### config.mk
export PLATFORM = sky130hd
export DESIGN_NAME = instr_encoder
export DESIGN_NICKNAME = d
export VERILOG_FILES = /design/src/rtl/instr_encoder.sv
export SDC_FILE = /design/constraint.sdc
export NUM_CORES = 1
export LEC_CHECK = 0
export BUFFER_PORTS_ARGS = -buffer_cell sky130_fd_sc_hd__buf_2
export CAP_MARGIN = 20
export CORE_MARGIN = 2
export CORE_UTILIZATION = 25
export DETAILED_ROUTE_END_ITERATION = 12
export PLACE_DENSITY_LB_ADDON = 0.2
export RECOVER_POWER = 50
export REMOVE_ABC_BUFFERS = 1
export SYNTH_ARGS = -nofsm -noshare
export SYNTH_HDL_FRONTEND = slang
export SYNTH_SLANG_ARGS = --single-unit
### constraint.sdc
create_clock -name clk_i -period 11.42 [get_ports clk_i]
set_clock_uncertainty 0.05 [all_clocks]
set_input_delay 1.713 -clock clk_i [delete_from_list [all_inputs] [get_ports clk_i]]
set_output_delay 1.713 -clock clk_i [all_outputs]
set_load 0.01 [all_outputs]
### src/rtl/instr_encoder.sv
// rtl/instr_encoder.sv - mnemonic-to-MIPS instruction encoder streaming into instruction memory
//
// Encodes mnemonic-level requests into 32-bit MIPS words.
// Buffers the words in a DEPTH-entry FIFO, tagged with sequential byte addresses,
// and drains them through a stallable instruction-memory write port.
//
// Ports:
//   clk_i, rst_i                 clock, synchronous active-high reset
//   req_valid_i / req_ready_o    request handshake
//   mnem_i                       mnemonic code (0-12 legal, 13-15 illegal)
//   rs_i rt_i rd_i shamt_i       register / shift fields
//   funct_i imm_i target_i       function, immediate and jump target fields
//   imem_we_o / imem_ready_i     memory write handshake
//   imem_addr_o / imem_data_o    byte address and encoded word at the FIFO head
//   err_o                        one-cycle pulse after an illegal mnemonic is accepted
//   full_o                       program region exhausted (sticky until reset)
//   words_o                      number of words written to memory
module instr_encoder #(
    parameter int          DEPTH     = 4,
    parameter logic [31:0] BASE_ADDR = 32'h0000_0000,
    parameter int          MEM_WORDS = 128
) (
    input  logic        clk_i,
    input  logic        rst_i,
    input  logic        req_valid_i,
    output logic        req_ready_o,
    input  logic [3:0]  mnem_i,
    input  logic [4:0]  rs_i,
    input  logic [4:0]  rt_i,
    input  logic [4:0]  rd_i,
    input  logic [4:0]  shamt_i,
    input  logic [5:0]  funct_i,
    input  logic [15:0] imm_i,
    input  logic [25:0] target_i,
    output logic        imem_we_o,
    input  logic        imem_ready_i,
    output logic [31:0] imem_addr_o,
    output logic [31:0] imem_data_o,
    output logic        err_o,
    output logic        full_o,
    output logic [7:0]  words_o
);

    localparam int PW = (DEPTH > 1) ? $clog2(DEPTH) : 1;
    localparam int CW = PW + 1;
    localparam int AW = $clog2(MEM_WORDS + 1);
    localparam logic [CW-1:0] DEPTH_C     = CW'(DEPTH);
    localparam logic [AW-1:0] MEM_WORDS_C = AW'(MEM_WORDS);

    logic [31:0]   dataMem [DEPTH];
    logic [31:0]   addrMem [DEPTH];
    logic [PW-1:0] rdPtr;
    logic [PW-1:0] wrPtr;
    logic [CW-1:0] fifoCount;
    logic [31:0]   allocAddr;
    logic [AW-1:0] allocCnt;
    logic [31:0]   lastAddr;
    logic [31:0]   lastData;
    logic          errQ;
    logic [7:0]    wordCnt;

    logic          legal;
    logic [31:0]   encWord;
    logic          fifoEmpty;
    logic          accept;
    logic          push;
    logic          pop;

    always_comb begin
        legal   = 1'b1;
        encWord = '0;
        case (mnem_i)
            4'd0:    encWord = {6'b000000, rs_i, rt_i, rd_i, shamt_i, funct_i};
            4'd1:    encWord = {6'b001000, rs_i, rt_i, imm_i};
            4'd2:    encWord = {6'b001011, rs_i, rt_i, imm_i};
            4'd3:    encWord = {6'b000100, rs_i, rt_i, imm_i};
            4'd4:    encWord = {6'b001111, 5'd0, rt_i, imm_i};   // lui has no source register
            4'd5:    encWord = {6'b001101, rs_i, rt_i, imm_i};
            4'd6:    encWord = {6'b000101, rs_i, rt_i, imm_i};
            4'd7:    encWord = {6'b100011, rs_i, rt_i, imm_i};
            4'd8:    encWord = {6'b101011, rs_i, rt_i, imm_i};
            4'd9:    encWord = {6'b000010, target_i};
            4'd10:   encWord = {6'b000011, target_i};
            4'd11:   encWord = {6'b000110, rs_i, rt_i, imm_i};
            4'd12:   encWord = {6'b000001, rs_i, 5'd0, imm_i};   // REGIMM: rt=0 selects bltz
            default: legal   = 1'b0;
        endcase
    end

    assign fifoEmpty   = (fifoCount == '0);
    assign full_o      = (allocCnt == MEM_WORDS_C);
    // Ready looks only at state; a pop in the same cycle never frees a slot early.
    assign req_ready_o = (fifoCount < DEPTH_C) && !full_o;
    assign accept      = req_valid_i && req_ready_o;
    assign push        = accept && legal;
    assign pop         = !fifoEmpty && imem_ready_i;

    assign imem_we_o   = !fifoEmpty;
    // When the FIFO is empty the port keeps showing the last word written.
    assign imem_addr_o = fifoEmpty ? lastAddr : addrMem[rdPtr];
    assign imem_data_o = fifoEmpty ? lastData : dataMem[rdPtr];
    assign err_o       = errQ;
    assign words_o     = wordCnt;

    always_ff @(posedge clk_i) begin
        if (push) begin
            dataMem[wrPtr] <= encWord;
            addrMem[wrPtr] <= allocAddr;
        end
    end

    always_ff @(posedge clk_i) begin
        if (rst_i) begin
            rdPtr     <= '0;
            wrPtr     <= '0;
            fifoCount <= '0;
            allocAddr <= BASE_ADDR;
            allocCnt  <= '0;
            lastAddr  <= '0;
            lastData  <= '0;
            errQ      <= 1'b0;
            wordCnt   <= '0;
        end else begin
            errQ <= accept && !legal;
            if (push) begin
                wrPtr     <= wrPtr + PW'(1);
                allocAddr <= allocAddr + 32'd4;
                allocCnt  <= allocCnt + AW'(1);
            end
            if (pop) begin
                rdPtr    <= rdPtr + PW'(1);
                lastAddr <= addrMem[rdPtr];
                lastData <= dataMem[rdPtr];
                wordCnt  <= wordCnt + 8'd1;
            end
            case ({push, pop})
                2'b10:   fifoCount <= fifoCount + CW'(1);
                2'b01:   fifoCount <= fifoCount - CW'(1);
                default: fifoCount <= fifoCount;
            endcase
        end
    end

endmodule

== Word level (Yosys, flattened, before mapping) ==
Memories as Yosys holds them, arrays and structs flattened. A register that Yosys moved wholly into a read port is not among the register bits.
Cells that the tools add are included.
Cells by class
  divide/modulo/power cells: 0
  multiply operators: 0
  shift operators: 0
  $add $sub $neg: 7
  equality and inequality tests: 15
  muxes and demuxes: 11
  reductions and logical operators: 12
  bitwise gates (word level): 0
  magnitude comparators: 1
Operators by type and width (number)
  $pmux 32 s13: 1
  $mux 32: 2
  $add 32x3->32 const B: 1
  $eq 4x4->1 const B: 5
  $add 8x1->8 const B: 2
  $eq 4x3->1 const B: 4
  $reduce_or 13->1: 1
  $eq 4x2->1 const B: 2
  $eq 8x8->1 const B: 1
  $mux 2: 4
  $pmux 3 s2: 1
  $logic_and 1x1->1: 5
  $add 2x1->2 const B: 2
  $eq 4x1->1 const B: 1
  $logic_not 4->1: 1
  $add 3x1->3 const B: 1
  $logic_not 1->1: 3
  $logic_not 3->1: 1
  $lt 3x3->1 const B: 1
  $mux 1: 3
  $sub 3x1->3 const B: 1
  $eq 2x1->1 const B: 1
  $eq 2x2->1 const B: 1
  $reduce_bool 2->1: 1
Word-level totals
  memory bits (writable): 256
  memories: 2
  latch bits: 0
  output and inout bits: 76
  register bits: 120
  bits in read-only memories: 0
Memories
  addrMem: words 4, width 32, read ports 1, clocked after memory_dff 1, wr ports 1, RTL line 51  | logic [31:0] addrMem [DEPTH];
  dataMem: words 4, width 32, read ports 1, clocked after memory_dff 1, wr ports 1, RTL line 50  | logic [31:0] dataMem [DEPTH];

== Depth between registers and ports, before layout ==
Gate-level depths: netlist (run 1).
  depth after elaboration: 7
  mapped depth: 12

== Worst setup path before layout (run 1) ==
OpenSTA, ideal clock, no wires.
  kind: input -> register
  start: in mnem_i[0]
  end: mem addrMem[0][10], enable pin
  data required time: 10.889 ns
  stages: 6
  slack: 5.806 ns
  arrival time: 5.083 ns
  setup time: 0.481 ns
  path through: buf_4 o211ai_4 o211ai_4 buf_6 buf_8 nor2_1
On the way
  word-level cells in the longest chain between the ends: 6
  elaborated cells on any way between the ends: 18
  classes of those cells: eq/ne: 12; mux: 3; reduce/logical: 3
RTL lines
  start: declaration: RTL line 27  | input logic [3:0] mnem_i,
  $eq 4x4->1, or another cell as far along: RTL line 72  | case (mnem_i)
  $reduce_or 13->1 (no line) *
  $mux 1 *: RTL line 72
  $logic_and 1x1->1 *: RTL line 95  | assign push = accept && legal;
  $mux 1 *: RTL line 106  | if (push) begin
  $mux 1 (not written as such) *: RTL line 108  | addrMem[wrPtr] <= allocAddr;
  end: declaration: RTL line 51
Mark *: on every way between the ends. The rest lies on a longest branch, timed or not.

== Worst setup path in the final report (run 1) ==
  start: in imem_ready_i
  end: reg fifoCount[2]
On the way
  word-level cells in the longest chain between the ends: 3
  elaborated cells on any way between the ends: 5
  classes of those cells: eq/ne: 2; mux: 1; reduce/logical: 2
RTL lines
  start: declaration: RTL line 36  | input logic imem_ready_i,
  $logic_and 1x1->1 *: RTL line 96  | assign pop = !fifoEmpty && imem_ready_i;
  $eq 2x1->1 / $eq 2x2->1 (equally long branches): RTL line 136  | case ({push, pop})
  $pmux 3 s2 / $reduce_bool 2->1 (equally long branches)
  end signal: assignment: RTL line 137  | 2'b10: fifoCount <= fifoCount + CW'(1);
  end signal: assignment: RTL line 138  | 2'b01: fifoCount <= fifoCount - CW'(1);
  end signal: assignment: RTL line 139  | default: fifoCount <= fifoCount;
  end: declaration: RTL line 54  | logic [CW-1:0] fifoCount;
Marked as above.
A chain may end at the register's enable or synchronous reset.

==> impl_metrics.json, run 1 <==
{
  "die_area_um2": 62300,
  "synth_top_area_frac": 0.486,
  "drc_errors": 0,
  "syn_inst": 1067,
  "layout_common_cells": "244 x edfxtp_1, 140 x nand2_1, 135 x buf_2",
  "crit_family": "buffers and inverters",
  "synth_area_um2": 15100,
  "met2WireLength_mm": 17.2,
  "period_share": 0.603,
  "cts.reportedPaths.clkPinSlew_ns": 0.05,
  "cts_sinks": 361,
  "cts_buffers": 40,
  "synthXorXnorAreaFrac": 0.00979,
  "grt_first_pass_wirelength_mm": 55.9,
  "muxShareOfSynthArea": 0.148,
  "p_per_area_nw_per_um2": 236,
  "hold_violations": 0,
  "initial_utilization": 0.251,
  "antenna_found_initial": 0,
  "fmax_mhz": 145,
  "clockBufferDepth": 3,
  "cts-resized-gates": 0,
  "crit_chain": "clkbuf_1, o31ai_4, clkbuf_1, inv_1, clkbuf_1, ha_1, inv_1, fa_1, xor2_1, or3_1, a21oi_1",
  "synth_ff_type": "edfxtp_1",
  "postCtsSetupBuffers": 0,
  "core_um2": 60000,
  "yosysWarnings": 0,
  "hold_slack_ns": 0.400,
  "synth_compound_area_frac": 0.0740,
  "synth_area_per_cell_um2": 14.1,
  "portBuffers": 148,
  "p_leak_nw": 6.10,
  "clk-insertion-delay-late_ns": 0.55,
  "areaGrowthSynthToFinish_pct": 18.6,
  "setup_violations": 0,
  "die_h_um": 250,
  "maxSlewHeadroom": -1.78,
  "pin_count": 152,
  "layout-drive-gt1-share": 0.277,
  "path_buf_inv": 5,
  "startpoint_type": "input pin",
  "peakVddDrop_mv": 0.151,
  "detail_route.wl_per_cell_um": 18.0,
  "arrival_ns": 7.27,
  "die_w_um": 250,
  "cp_max_fo": 41,
  "synth_edf_count": 244,
  "ant_nets": 0,
  "placementRows": 90,
  "yosys.cell_types.count": 54,
  "violations": "max-capacitance violations, max-slew violations",
  "ys_ff_latch": 361,
  "htree_num_levels": 2,
  "fill_cells": 5971,
  "vias_per_cell": 4.49,
  "synth_top_family_by_area": "multiplexers",
  "root_buffer": "clkbuf_16",
  "met3_length_mm": 1.41,
  "dr.pass1.iters": 4,
  "postCtsHoldBufs": 0,
  "cp-end-kind": "flip-flop",
  "fin_ws_ns": 4.53,
  "drv_slew": 339,
  "critPathKind": "input pin to flip-flop",
  "place.gp.congestion": 0.701,
  "dp_hpwl_mm": 22.1,
  "tightest_slew_ns": 4.17,
  "yosys.area_share.simple": 0.0893,
  "period_minus_slack_ns": 6.89,
  "via_count": 9060,
  "wirelength_met1_mm": 17.0,
  "routed_wl_mm": 36.4,
  "synth_fa_ha_area_frac": 0.00879,
  "cts_tree": "yes",
  "crit_required_ns": 11.80,
  "run_status": "complete, but fails checks",
  "fin_setup_tns_ns": 0,
  "drtIter0Drc": 567,
  "final_common_cell": "edfxtp_1",
  "crit_path_top_delay_cell": "clkbuf_1",
  "rsz0062_at_grt": "false",
  "synthTopCellsByArea": "edfxtp_1 49%, dfxtp_1 16%, mux4_2 9.1%, mux2_2 4.6%, nand2_1 3.5%",
  "routed.top_layer": "met4",
  "worst_hold_path_type": "flip-flop to flip-flop",
  "dpl_worst_slack_ns": 6.56,
  "slowest_delay_ns": 1.77,
  "crit_top_cell": "clkbuf_1",
  "overflow": 0,
  "yosys.area.top_type": "edfxtp_1",
  "nets": 1289,
  "maxCapViolCount": 8,
  "ys_seq_area_frac": 0.641,
  "grt_use_total": 0.117,
  "grt_pass1_vias": 9155,
  "async_flop_share": 0,
  "grt_max_degree": 88
}
flip-flops by register name (all words and copies together), names as in the netlist, named ones only:
name,flops
lastData,31
err_o,1
fifoCount,3
words_o,8
wrPtr,2
allocCnt,8
addrMem,120
rdPtr,2
dataMem,124
lastAddr,30
allocAddr,30
path summary, 6_finish.rpt:
check / from / end / slack, ns / depth (start not counted)
worst max-delay path: imem_ready_i / fifoCount[2] / 4.53 / 11
worst max register to register: fifoCount[2] / fifoCount[2] / 5.27 / 10
worst min register to register: lastAddr[8] / lastAddr[8] / 0.40 / 2
worst min-delay path: lastAddr[8] / lastAddr[8] / 0.40 / 2
synthesized netlist by cell type, drive strengths merged, types with 13 or more instances:
| cell type | number |
|---|---|
| edfxtp | 244 |
| nand2 | 140 |
| dfxtp | 117 |
| a21oi | 88 |
| mux2 | 72 |
| mux4 | 61 |
| nor2 | 40 |
| clkbuf | 36 |
| buf | 35 |
| inv | 19 |
| a21o | 17 |
| a22o | 16 |
| nand3 | 14 |
| o21ai | 14 |
| o31ai | 14 |
| nand4 | 13 |
| or4 | 13 |
final cells by class:
| class | count | area, um2 | share of cell area |
|---|---|---|---|
| Timing Repair Buffer | 163 | 838 | 0.0469 |
| Sequential cell | 361 | 9670 | 0.541 |
| Multi-Input combinational cell | 617 | 4990 | 0.279 |
| Inverter | 20 | 75.1 | 0.00420 |
| Clock inverter | 17 | 195 | 0.0109 |
| Clock buffer | 56 | 1130 | 0.0632 |
| Tap cell | 782 | 978 | 0.0547 |
| Antenna cell | 1 | 2.50 | 0.000140 |
tightest hold or removal path: cells and delay by family, from the launching register on:
family	cells	cell delay, ns
flops	1	0.30
simple gates	1	0.05
compound gates	1	0.05
kinds of logic after synthesis:
| family | count (synthesis) |
|---|---|
| xor+xnor | 16 |
| fa+ha+maj | 10 |
| mux | 137 |
| flops | 361 |
| other cells | 1 |
| simple gates | 277 |
| buf+inv | 91 |
| compound gates | 174 |
power by group:
group / total (mW) / switching [mW] / internal, mW
sequential: 1.64 / 0.0744 / 1.56
clock: 1.30 / 0.516 / 0.782
combinational: 1.29 / 0.721 / 0.569
layer usage:
metal	vias to the layer above	GRT usage
met1	4532	0.155
met3	50	0.0214
met2	158	0.192
met4	0	0.0375
li1	4320	-
met5	-	0
per-stage QoR:
step	power [mW]	instances	utilization	instance area, um2
2_1_floorplan	2.51	998	-	14700
3_3_place_gp	2.99	1942	0.277	16600
3_5_place_dp	3.00	1942	0.277	16600
4_1_cts	4.33	2015	0.299	17900
5_1_grt	4.48	2016	0.298	17900
6_report	4.23	2017	0.298	17900
Power figures use the tool's default switching activity.
==> run 2: changes to the inputs <==
- clock period: 11.42 -> 5.7 ns (I/O delays scaled with it)
==> impl_metrics.json, run 2 (synthesis gave the netlist of run 1 again) <==
{
  "reg_top3": "dataMem: 124 flops, addrMem: 120 flops, lastData: 31 flops",
  "drtIter0Drc": 515,
  "worst_hold_path_type": "flip-flop to flip-flop",
  "cts_buffers": 43,
  "cp_max_fo": 75,
  "dpl_worst_slack_ns": 2.16,
  "run_status": "complete, but fails checks",
  "ant_nets": 0,
  "vias_per_cell": 4.53,
  "period_minus_slack_ns": 4.52,
  "hold_violations": 0,
  "layout_common_cells": "244 x edfxtp_1, 140 x nand2_1, 136 x buf_2",
  "crit_required_ns": 5.96,
  "die_area_um2": 62300,
  "min_from": "lastData[0]",
  "peakVddDrop_mv": 0.249,
  "fin_ws_ns": 1.18,
  "root_buffer": "clkbuf_16",
  "fin_cells": 2022,
  "startpoint_type": "input pin",
  "fmax_mhz": 221,
  "comb_power_share": 0.290,
  "postCtsHoldBufs": 0,
  "initial_utilization": 0.251,
  "grt_use_total": 0.120,
  "power.switching_mw": 2.73,
  "min_to": "lastData[0]",
  "critPathKind": "input pin to flip-flop",
  "cts_sinks": 361,
  "hold_slack_ns": 0.400,
  "cp-end-kind": "flip-flop",
  "cp-startpoint": "rst_i",
  "regArea_um2": 9670,
  "rrSetupSlack_ns": 2.35,
  "setup_violations": 0,
  "areaGrowthSynthToFinish_pct": 19.7,
  "fin_util": 0.301,
  "clk-insertion-delay-late_ns": 0.56,
  "violations": "max-capacitance violations, max-slew violations",
  "maxSlewHeadroom": -0.894,
  "largest_register": "dataMem",
  "arrival_ns": 4.78,
  "p_per_area_nw_per_um2": 478,
  "drc_errors": 0,
  "portBuffers": 148,
  "cts_tree": "yes",
  "multi_input_area_um2": 5020,
  "fin_setup_tns_ns": 0,
  "period_share": 0.792,
  "layout-drive-gt1-share": 0.291,
  "fill_cells": 5991,
  "nets": 1292,
  "place.gp.congestion": 0.693,
  "dp_hpwl_mm": 23.3,
  "antenna_found_initial": 0,
  "worst_r2r_endpoint": "fifoCount[2]",
  "rr_startpoint": "allocCnt[0]",
  "grt_max_degree": 91,
  "htree_num_levels": 2,
  "seq_power_share": 0.390,
  "intPower_mw": 5.90,
  "largest_reg_flops": 124,
  "min_delay_path_depth": 2,
  "die_h_um": 250,
  "routed_wl_mm": 37.3,
  "reg2regPathDepth": 11,
  "cts.reportedPaths.clkPinSlew_ns": 0.06,
  "antenna_cells": 0,
  "swShare": 0.316,
  "drv_slew": 132,
  "overflow": 0,
  "cts-resized-gates": 0,
  "p_leak_nw": 6.16,
  "grt_first_pass_wirelength_mm": 57.3,
  "clkPwrFrac": 0.319,
  "placementRows": 90,
  "dp_cells": 1942,
  "pin_count": 152,
  "via_count": 9161,
  "detail_route.wl_per_cell_um": 18.5,
  "die_w_um": 250,
  "grt_pass1_vias": 9373,
  "tightest_slew_ns": 2.82,
  "clockBufferDepth": 3,
  "core_um2": 60000,
  "postCtsSetupBuffers": 0,
  "dr.pass1.iters": 5,
  "rsz0062_at_grt": "false",
  "final_common_cell": "edfxtp_1",
  "maxCapViolCount": 3
}
==> run 2: through the flow <==
step                      instance area [um2]  power, mW
after floorplan                         14700       5.04
after global placement                  16700       6.00
after detailed placement                16700       6.02
after CTS                               18100       8.83
after global routing                    18100       9.11
final                                   18100       8.63
==> run 2: worst max-delay path, cell delays in order <==
cell      delay, ns
clkbuf_1       0.65
clkbuf_2       1.38
clkbuf_1       1.52
nor4b_1        0.30
==> run 2: power by group through the flow <==
stage | Clock, mW | Combinational (mW) | Sequential [mW]
3_3_place_gp | 0 | 2.57 | 3.43
2_1_floorplan | 0 | 1.65 | 3.39
3_5_place_dp | 0 | 2.58 | 3.44
5_1_grt | 2.94 | 2.74 | 3.42
4_1_cts | 2.86 | 2.59 | 3.38
6_report | 2.76 | 2.50 | 3.37
==> run 2: routing by layer <==
layer	GRT usage	vias to the layer above	share of wire
li1	-	4329	-
met1	0.161	4616	0.47
met2	0.196	167	0.47
met3	0.0209	49	0.035
met4	0.0367	0	0.019
met5	0	-	0
==> run 2: final cells by class <==
type | instances | area share
Sequential cell | 361 | 0.536
Clock inverter | 27 | 0.0146
Multi-Input combinational cell | 617 | 0.278
Timing Repair Buffer | 163 | 0.0489
Inverter | 20 | 0.00416
Tap cell | 782 | 0.0542
Clock buffer | 52 | 0.0642
==> run 2: worst max path at each step <==
stage / cells after the start / to / slack [ns]
after floorplan: 8 / fifoCount[2] / -2.58
after global placement: 10 / fifoCount[2] / 2.19
after detailed placement: 10 / fifoCount[2] / 2.16
after CTS: 4 / imem_addr_o[23] / 1.58
after global routing: 4 / err_o / 0.80
final: 4 / err_o / 1.18
